--- src/rtl/instruction_fetch.sv ---
// Instruction fetch stage: PC sequencing, a single-outstanding memory request FSM and a 2-entry decode buffer.
// Optional feature: define IF_PERF_COUNT_EN to add the fetchCount/stallCount performance counters.
module instruction_fetch (
    input  logic        clock,
    input  logic        resetn,
    output logic        imemReq,
    output logic [15:0] imemAddr,
    input  logic        imemValid,
    input  logic [15:0] imemData,
    input  logic        redirect,
    input  logic [15:0] redirectTarget,
    input  logic        idStall,
    output logic        outValid,
    output logic [2:0]  rs,
    output logic [2:0]  rt,
    output logic [2:0]  rd,
    output logic [1:0]  funct,
    output logic [7:0]  addressjump,
    output logic [3:0]  opcode,
    output logic [15:0] PC4
`ifdef IF_PERF_COUNT_EN
    ,
    output logic [15:0] fetchCount,
    output logic [15:0] stallCount
`endif
);

    typedef enum logic [1:0] {
        IDLE    = 2'd0,
        WAIT    = 2'd1,
        DISCARD = 2'd2
    } state_t;

    state_t      state_r;
    state_t      state_s;
    logic [15:0] pc_r;
    logic [15:0] pc_s;
    logic        run_r;
    logic [15:0] instr_r [2];
    logic [15:0] pc4_r   [2];
    logic        rd_ptr_r;
    logic        wr_ptr_r;
    logic [1:0]  count_r;
    logic        req_s;
    logic        push_s;
    logic        pop_s;
    logic        valid_s;
    logic [15:0] head_instr_s;
    logic [15:0] head_pc4_s;

    assign valid_s = (count_r != 2'd0);
    assign pop_s   = valid_s & ~idStall & ~redirect;

    // Next state, next PC, request issue and buffer push decisions
    always_comb begin
        state_s = state_r;
        pc_s    = pc_r;
        req_s   = 1'b0;
        push_s  = 1'b0;
        case (state_r)
            IDLE: begin
                if (redirect) begin
                    pc_s    = redirectTarget;
                    state_s = IDLE;
                end else if (run_r && (count_r != 2'd2)) begin
                    req_s   = 1'b1;
                    pc_s    = pc_r + 16'd1;
                    state_s = WAIT;
                end else begin
                    state_s = IDLE;
                end
            end
            WAIT: begin
                if (redirect) begin
                    pc_s = redirectTarget;
                    if (imemValid) begin
                        state_s = IDLE;
                    end else begin
                        state_s = DISCARD;
                    end
                end else if (imemValid) begin
                    push_s  = 1'b1;
                    state_s = IDLE;
                end else begin
                    state_s = WAIT;
                end
            end
            DISCARD: begin
                // The stale response is still owed; it is swallowed before fetching resumes
                if (redirect) begin
                    pc_s = redirectTarget;
                end else begin
                    pc_s = pc_r;
                end
                if (imemValid) begin
                    state_s = IDLE;
                end else begin
                    state_s = DISCARD;
                end
            end
            default: begin
                state_s = IDLE;
            end
        endcase
    end

    // FSM state, PC and a flag that holds off requests for the first cycle after reset release
    always_ff @(posedge clock or negedge resetn) begin
        if (!resetn) begin
            state_r <= IDLE;
            pc_r    <= 16'h0000;
            run_r   <= 1'b0;
        end else begin
            state_r <= state_s;
            pc_r    <= pc_s;
            run_r   <= 1'b1;
        end
    end

    // Decode buffer storage; in WAIT without redirect pc_r already holds request address + 1
    always_ff @(posedge clock or negedge resetn) begin
        if (!resetn) begin
            instr_r[0] <= 16'h0000;
            instr_r[1] <= 16'h0000;
            pc4_r[0]   <= 16'h0000;
            pc4_r[1]   <= 16'h0000;
            rd_ptr_r   <= 1'b0;
            wr_ptr_r   <= 1'b0;
            count_r    <= 2'd0;
        end else if (redirect) begin
            rd_ptr_r <= 1'b0;
            wr_ptr_r <= 1'b0;
            count_r  <= 2'd0;
        end else begin
            if (push_s) begin
                instr_r[wr_ptr_r] <= imemData;
                pc4_r[wr_ptr_r]   <= pc_r;
                wr_ptr_r          <= ~wr_ptr_r;
            end
            if (pop_s) begin
                rd_ptr_r <= ~rd_ptr_r;
            end
            case ({push_s, pop_s})
                2'b10:   count_r <= count_r + 2'd1;
                2'b01:   count_r <= count_r - 2'd1;
                default: count_r <= count_r;
            endcase
        end
    end

    // Head entry selection; an empty buffer presents all-zero fields
    always_comb begin
        head_instr_s = 16'h0000;
        head_pc4_s   = 16'h0000;
        if (valid_s) begin
            head_instr_s = instr_r[rd_ptr_r];
            head_pc4_s   = pc4_r[rd_ptr_r];
        end else begin
            head_instr_s = 16'h0000;
            head_pc4_s   = 16'h0000;
        end
    end

    assign imemReq     = req_s;
    assign imemAddr    = pc_r;
    assign outValid    = valid_s;
    assign opcode      = head_instr_s[15:12];
    assign rs          = head_instr_s[11:9];
    assign rt          = head_instr_s[8:6];
    assign rd          = head_instr_s[5:3];
    assign funct       = head_instr_s[1:0];
    assign addressjump = head_instr_s[7:0];
    assign PC4         = head_pc4_s;

`ifdef IF_PERF_COUNT_EN
    logic [15:0] fetch_count_r;
    logic [15:0] stall_count_r;

    // Pop and decode-stall event counters, free-running with wrap
    always_ff @(posedge clock or negedge resetn) begin
        if (!resetn) begin
            fetch_count_r <= 16'd0;
            stall_count_r <= 16'd0;
        end else begin
            if (pop_s) begin
                fetch_count_r <= fetch_count_r + 16'd1;
            end
            if (valid_s && idStall) begin
                stall_count_r <= stall_count_r + 16'd1;
            end
        end
    end

    assign fetchCount = fetch_count_r;
    assign stallCount = stall_count_r;
`endif

endmodule

--- config.mk ---
export PLATFORM = sky130hd
export DESIGN_NAME = instruction_fetch
export DESIGN_NICKNAME = d
export VERILOG_FILES = /design/src/rtl/instruction_fetch.sv
export SDC_FILE = /design/constraint.sdc
export NUM_CORES = 1
export LEC_CHECK = 0
export ABC_AREA = 1
export CORE_ASPECT_RATIO = 1.75
export CORE_MARGIN = 2
export CORE_UTILIZATION = 50
export CTS_CLUSTER_SIZE = 14
export DETAILED_ROUTE_END_ITERATION = 8
export PLACE_DENSITY = 0.84
export SYNTH_ARGS = -nofsm -noshare
export SYNTH_HDL_FRONTEND = slang
export SYNTH_SLANG_ARGS = --single-unit
--- constraint.sdc ---
create_clock -name clock -period 4.38 [get_ports clock]
set_input_delay 0.876 -clock clock [delete_from_list [all_inputs] [get_ports clock]]
set_output_delay 0.876 -clock clock [all_outputs]
set_load 0.02 [all_outputs]
==> metrics <==
skew final 9.200 ps; buffers plus inverters on the worst setup path 3; setup TNS after final layout 0 ps; cell-by-cell trace of the critical path clkinv_1 -> buf_4 -> nand2_1 -> a21oi_1 -> clkdlybuf4s50_1; initial cell density of the core about 51%; switching power approximately 1.5 mW; fraction of the yosys area taken by sequential cells 48.52%; commonest non-fill, non-tap cell in the layout sky130_fd_sc_hd__nand2_1; Arr. time, crit path roughly 2400 ps; kind of end point of the critical path primary output; sort of element at the start of the critical path flop; Worst Path Required 3500 ps; post-DR wirelength/cell between 10 and 15 um; count of instances resized after the clock tree is built 0; power share of the combinational group 44.7%; share of the synthesized netlist area taken by xor and xnor gates 1.171%; complex-gate fraction of the synthesized area 14.97%; Worst R2R Path Depth 9; latest clock arrival within the worst-skew pair around 340 ps; sum of net half-perimeters after detailed placement between 7 and 8 mm; number of iterations in the first detailed-routing pass 5; Antenna Violating Nets Remaining 0; basic-gate share of the synthesized area counting and, or, nand and nor cells between 20% and 30%; Final Wtd Congestion 0.9470; portion of total power attributed to the clock network roughly a fifth; DR vias 4019; area of the die slightly below 0.01 sq mm; adder-cell share of the synthesized area 1.394%; result of the run finished, final reports clean; largest cells by area after synthesis sky130_fd_sc_hd__dfrtp_1, sky130_fd_sc_hd__nand2_1, sky130_fd_sc_hd__o21ai_0; global route overflow 0; sum of routed wire length over all layers between 10 and 15 mm; register clock-pin slew on the reported worst setup and hold paths roughly 60 ps; Leakage approximately 2.7 nW; initial antenna violation count 0; max_cap viols 0; most frequent cells in the layout sky130_fd_sc_hd__nand2_1, sky130_fd_sc_hd__clkdlybuf4s50_1, sky130_fd_sc_hd__dfrtp_1; Avg Vias per Cell a little over 5; internal power of the cells around 2.4 mW; cts bufs inserted 9; worst reg2reg path startpoint state_r[1]; stage delay of the slowest cell on the critical path roughly 560 ps; Die Width between 70 and 80 um; IR Drop Worst-Case VDD 477.6 uV; pin count of the biggest net entering global routing 88; global-route wire length before repair between 15 and 20 mm; setup slack, reg-to-reg between 2000 and 2500 ps; mux cell area share after synthesis 0%; portion of synthesized cell area occupied by the leading cell type 48.52%; Switching Fraction 39.47%; post-synthesis sequential element count 87; Synth-to-Final Area Change 27.61%; IO Pins between 90 and 100; number of hold buffers added after cts 0; highest fanout seen on the critical path 22; residual DRC count 0; maximum frequency from static timing analysis 308.1 MHz; category of the critical setup timing path reg -> out; class of the worst hold path reg -> reg; pin slew with the least headroom to its limit about 1100 ps; final core utilization about two thirds; count of buffers from port buffering 93; fraction of power consumed by sequential logic ~34%; Synth cell types 24; Inserted Diodes 0; startpoint of the lowest-slack hold path pc4_r[20]; worst hold path depth 2; Ys Warns 0; number of DRC violations after detailed-routing iteration 0 ~240; main combinational cell family by area after synthesis simple AND/OR/NAND/NOR gates; H-tree Lvls 3; minimum hold slack ~480 ps; number of placement rows 45; power per cell area 685.6 mW/mm^2; Hold Fails Final Rpt 0; worst hold endpoint pc4_r[20]; setup repair after global routing missed its margin false; CP max-delay cell sky130_fd_sc_hd__clkdlybuf4s50_1; FF-to-FF End pc4_r[17]; overall global routing resource usage a little under a quarter; Die H around 130 um; worst slew margin relative to its limit about 28%; number of clock sinks seen by CTS 87; standard cell core area between 0.008 and 0.009 sq mm; buffer depth of the longest clock path 2; dominant cell type by area after synthesis sky130_fd_sc_hd__dfrtp_1; fin crit period 3246 ps; Root Driver sky130_fd_sc_hd__clkbuf_16; syn_nets 622; count of buffers added by post-CTS timing repair for setup 0; syn_area_per_cell around 7.7 sq um; delay-heaviest family, CP buffers and inverters; Gate Count Post-Synth between 500 and 600; clock tree from TritonCTS built; final setup violating endpoints 0; share of layout cells above drive strength 1 under 10%; final net count ~700; cell area after synthesis roughly 0.0045 sq mm; Max Slew Vio Count 0; final period utilization approximately three quarters; vias in the first global route 3845
[Yosys cell counts]
| cell type | number |
|---|---|
| sky130_fd_sc_hd__buf_6 | 6 |
| sky130_fd_sc_hd__conb_1 | 1 |
| sky130_fd_sc_hd__nor2_1 | 39 |
| sky130_fd_sc_hd__inv_1 | 49 |
| sky130_fd_sc_hd__o21ai_2 | 23 |
| sky130_fd_sc_hd__buf_4 | 7 |
| sky130_fd_sc_hd__dfrtp_1 | 87 |
| sky130_fd_sc_hd__nand2_2 | 12 |
| sky130_fd_sc_hd__or3_1 | 1 |
| sky130_fd_sc_hd__xor2_1 | 4 |
| sky130_fd_sc_hd__nand3b_1 | 1 |
| sky130_fd_sc_hd__inv_2 | 3 |
| sky130_fd_sc_hd__o21ai_0 | 48 |
| sky130_fd_sc_hd__o21ai_1 | 10 |
| sky130_fd_sc_hd__ha_1 | 5 |
| sky130_fd_sc_hd__nand3_1 | 22 |
| sky130_fd_sc_hd__nand2_1 | 196 |
| sky130_fd_sc_hd__clkbuf_1 | 17 |
| sky130_fd_sc_hd__clkinv_1 | 2 |
| sky130_fd_sc_hd__or2_1 | 1 |
| sky130_fd_sc_hd__buf_2 | 4 |
| sky130_fd_sc_hd__xnor2_1 | 2 |
| sky130_fd_sc_hd__nand4_1 | 4 |
| sky130_fd_sc_hd__a21oi_1 | 36 |
[state kept, by name, summed over array words and instances (netlist names)]
signal / cells
rd_ptr_r: 1
imemAddr: 16
pc4_r: 32
state_r: 2
run_r: 1
count_r: 2
wr_ptr_r: 1
instr_r: 32
[cell families after synthesis]
family | count (synthesis)
flip-flops | 87
AO/OA/AOI/OAI | 117
buffers and inverters | 88
AND/OR/NAND/NOR | 276
other | 1
XOR/XNOR | 6
adder cells (fa/ha/maj) | 5
[worst min-delay path, stage by stage (launching register included)]
cell and delay [ps]:
sky130_fd_sc_hd__dfrtp_1 340, sky130_fd_sc_hd__nand2_1 60, sky130_fd_sc_hd__o21ai_2 50
[layer usage]
| metal | routed length (um) | GRT usage (%) | share of wire, % |
|---|---|---|---|
| met5 | 0 | 0 | 0 |
| met4 | 291 | 11.15 | 2.8 |
| met3 | 539 | 4.121 | 5.1 |
| met2 | 5628 | 39.80 | 53 |
| met1 | 4103 | 27.18 | 39 |
[layout make-up]
type / instances / area (sq um)
clock inverter: 3 / 65.06
clock buffer: 13 / 260.3
timing repair buffer: 98 / 965.9
sequential: 87 / 2177
fill: 740 / 3002
tap: 117 / 146.4
inverter: 54 / 202.7
multi-input combinational: 405 / 1908
[through the flow]
| stage | setup WS (ps) | cell area, sq um | power [mW] | instances |
|---|---|---|---|---|
| final | 1134 | 5725 | 3.925 | 777 |
| after CTS | 1107 | 5725 | 3.945 | 777 |
| after global routing | 1009 | 5725 | 4.187 | 777 |
| after detailed placement | 1259 | 5400 | 3.106 | 761 |
| after floorplan | 1960 | 4487 | 2.413 | 580 |
| after global placement | 1303 | 5400 | 3.042 | 761 |
[worst max-delay path by stage]
stage | endpoint | cells past startpoint | slack (ps) | start
after floorplan | rt[0] | 6 | 1960 | rd_ptr_r
after detailed placement | imemReq | 5 | 1260 | redirect
after global placement | imemReq | 5 | 1300 | redirect
final | rd[0] | 5 | 1130 | rd_ptr_r
after global routing | addressjump[1] | 5 | 1010 | rd_ptr_r
after CTS | rd[0] | 5 | 1110 | rd_ptr_r
[power by group through the flow]
stage	Sequential (mW)	Clock, mW	Combinational, mW
2_1_floorplan	1.39	0	1.02
5_1_grt	1.39	0.866	1.93
4_1_cts	1.35	0.831	1.77
6_report	1.35	0.821	1.75
3_5_place_dp	1.35	0	1.75
3_3_place_gp	1.34	0	1.70
(Power assumes the default switching activity.)
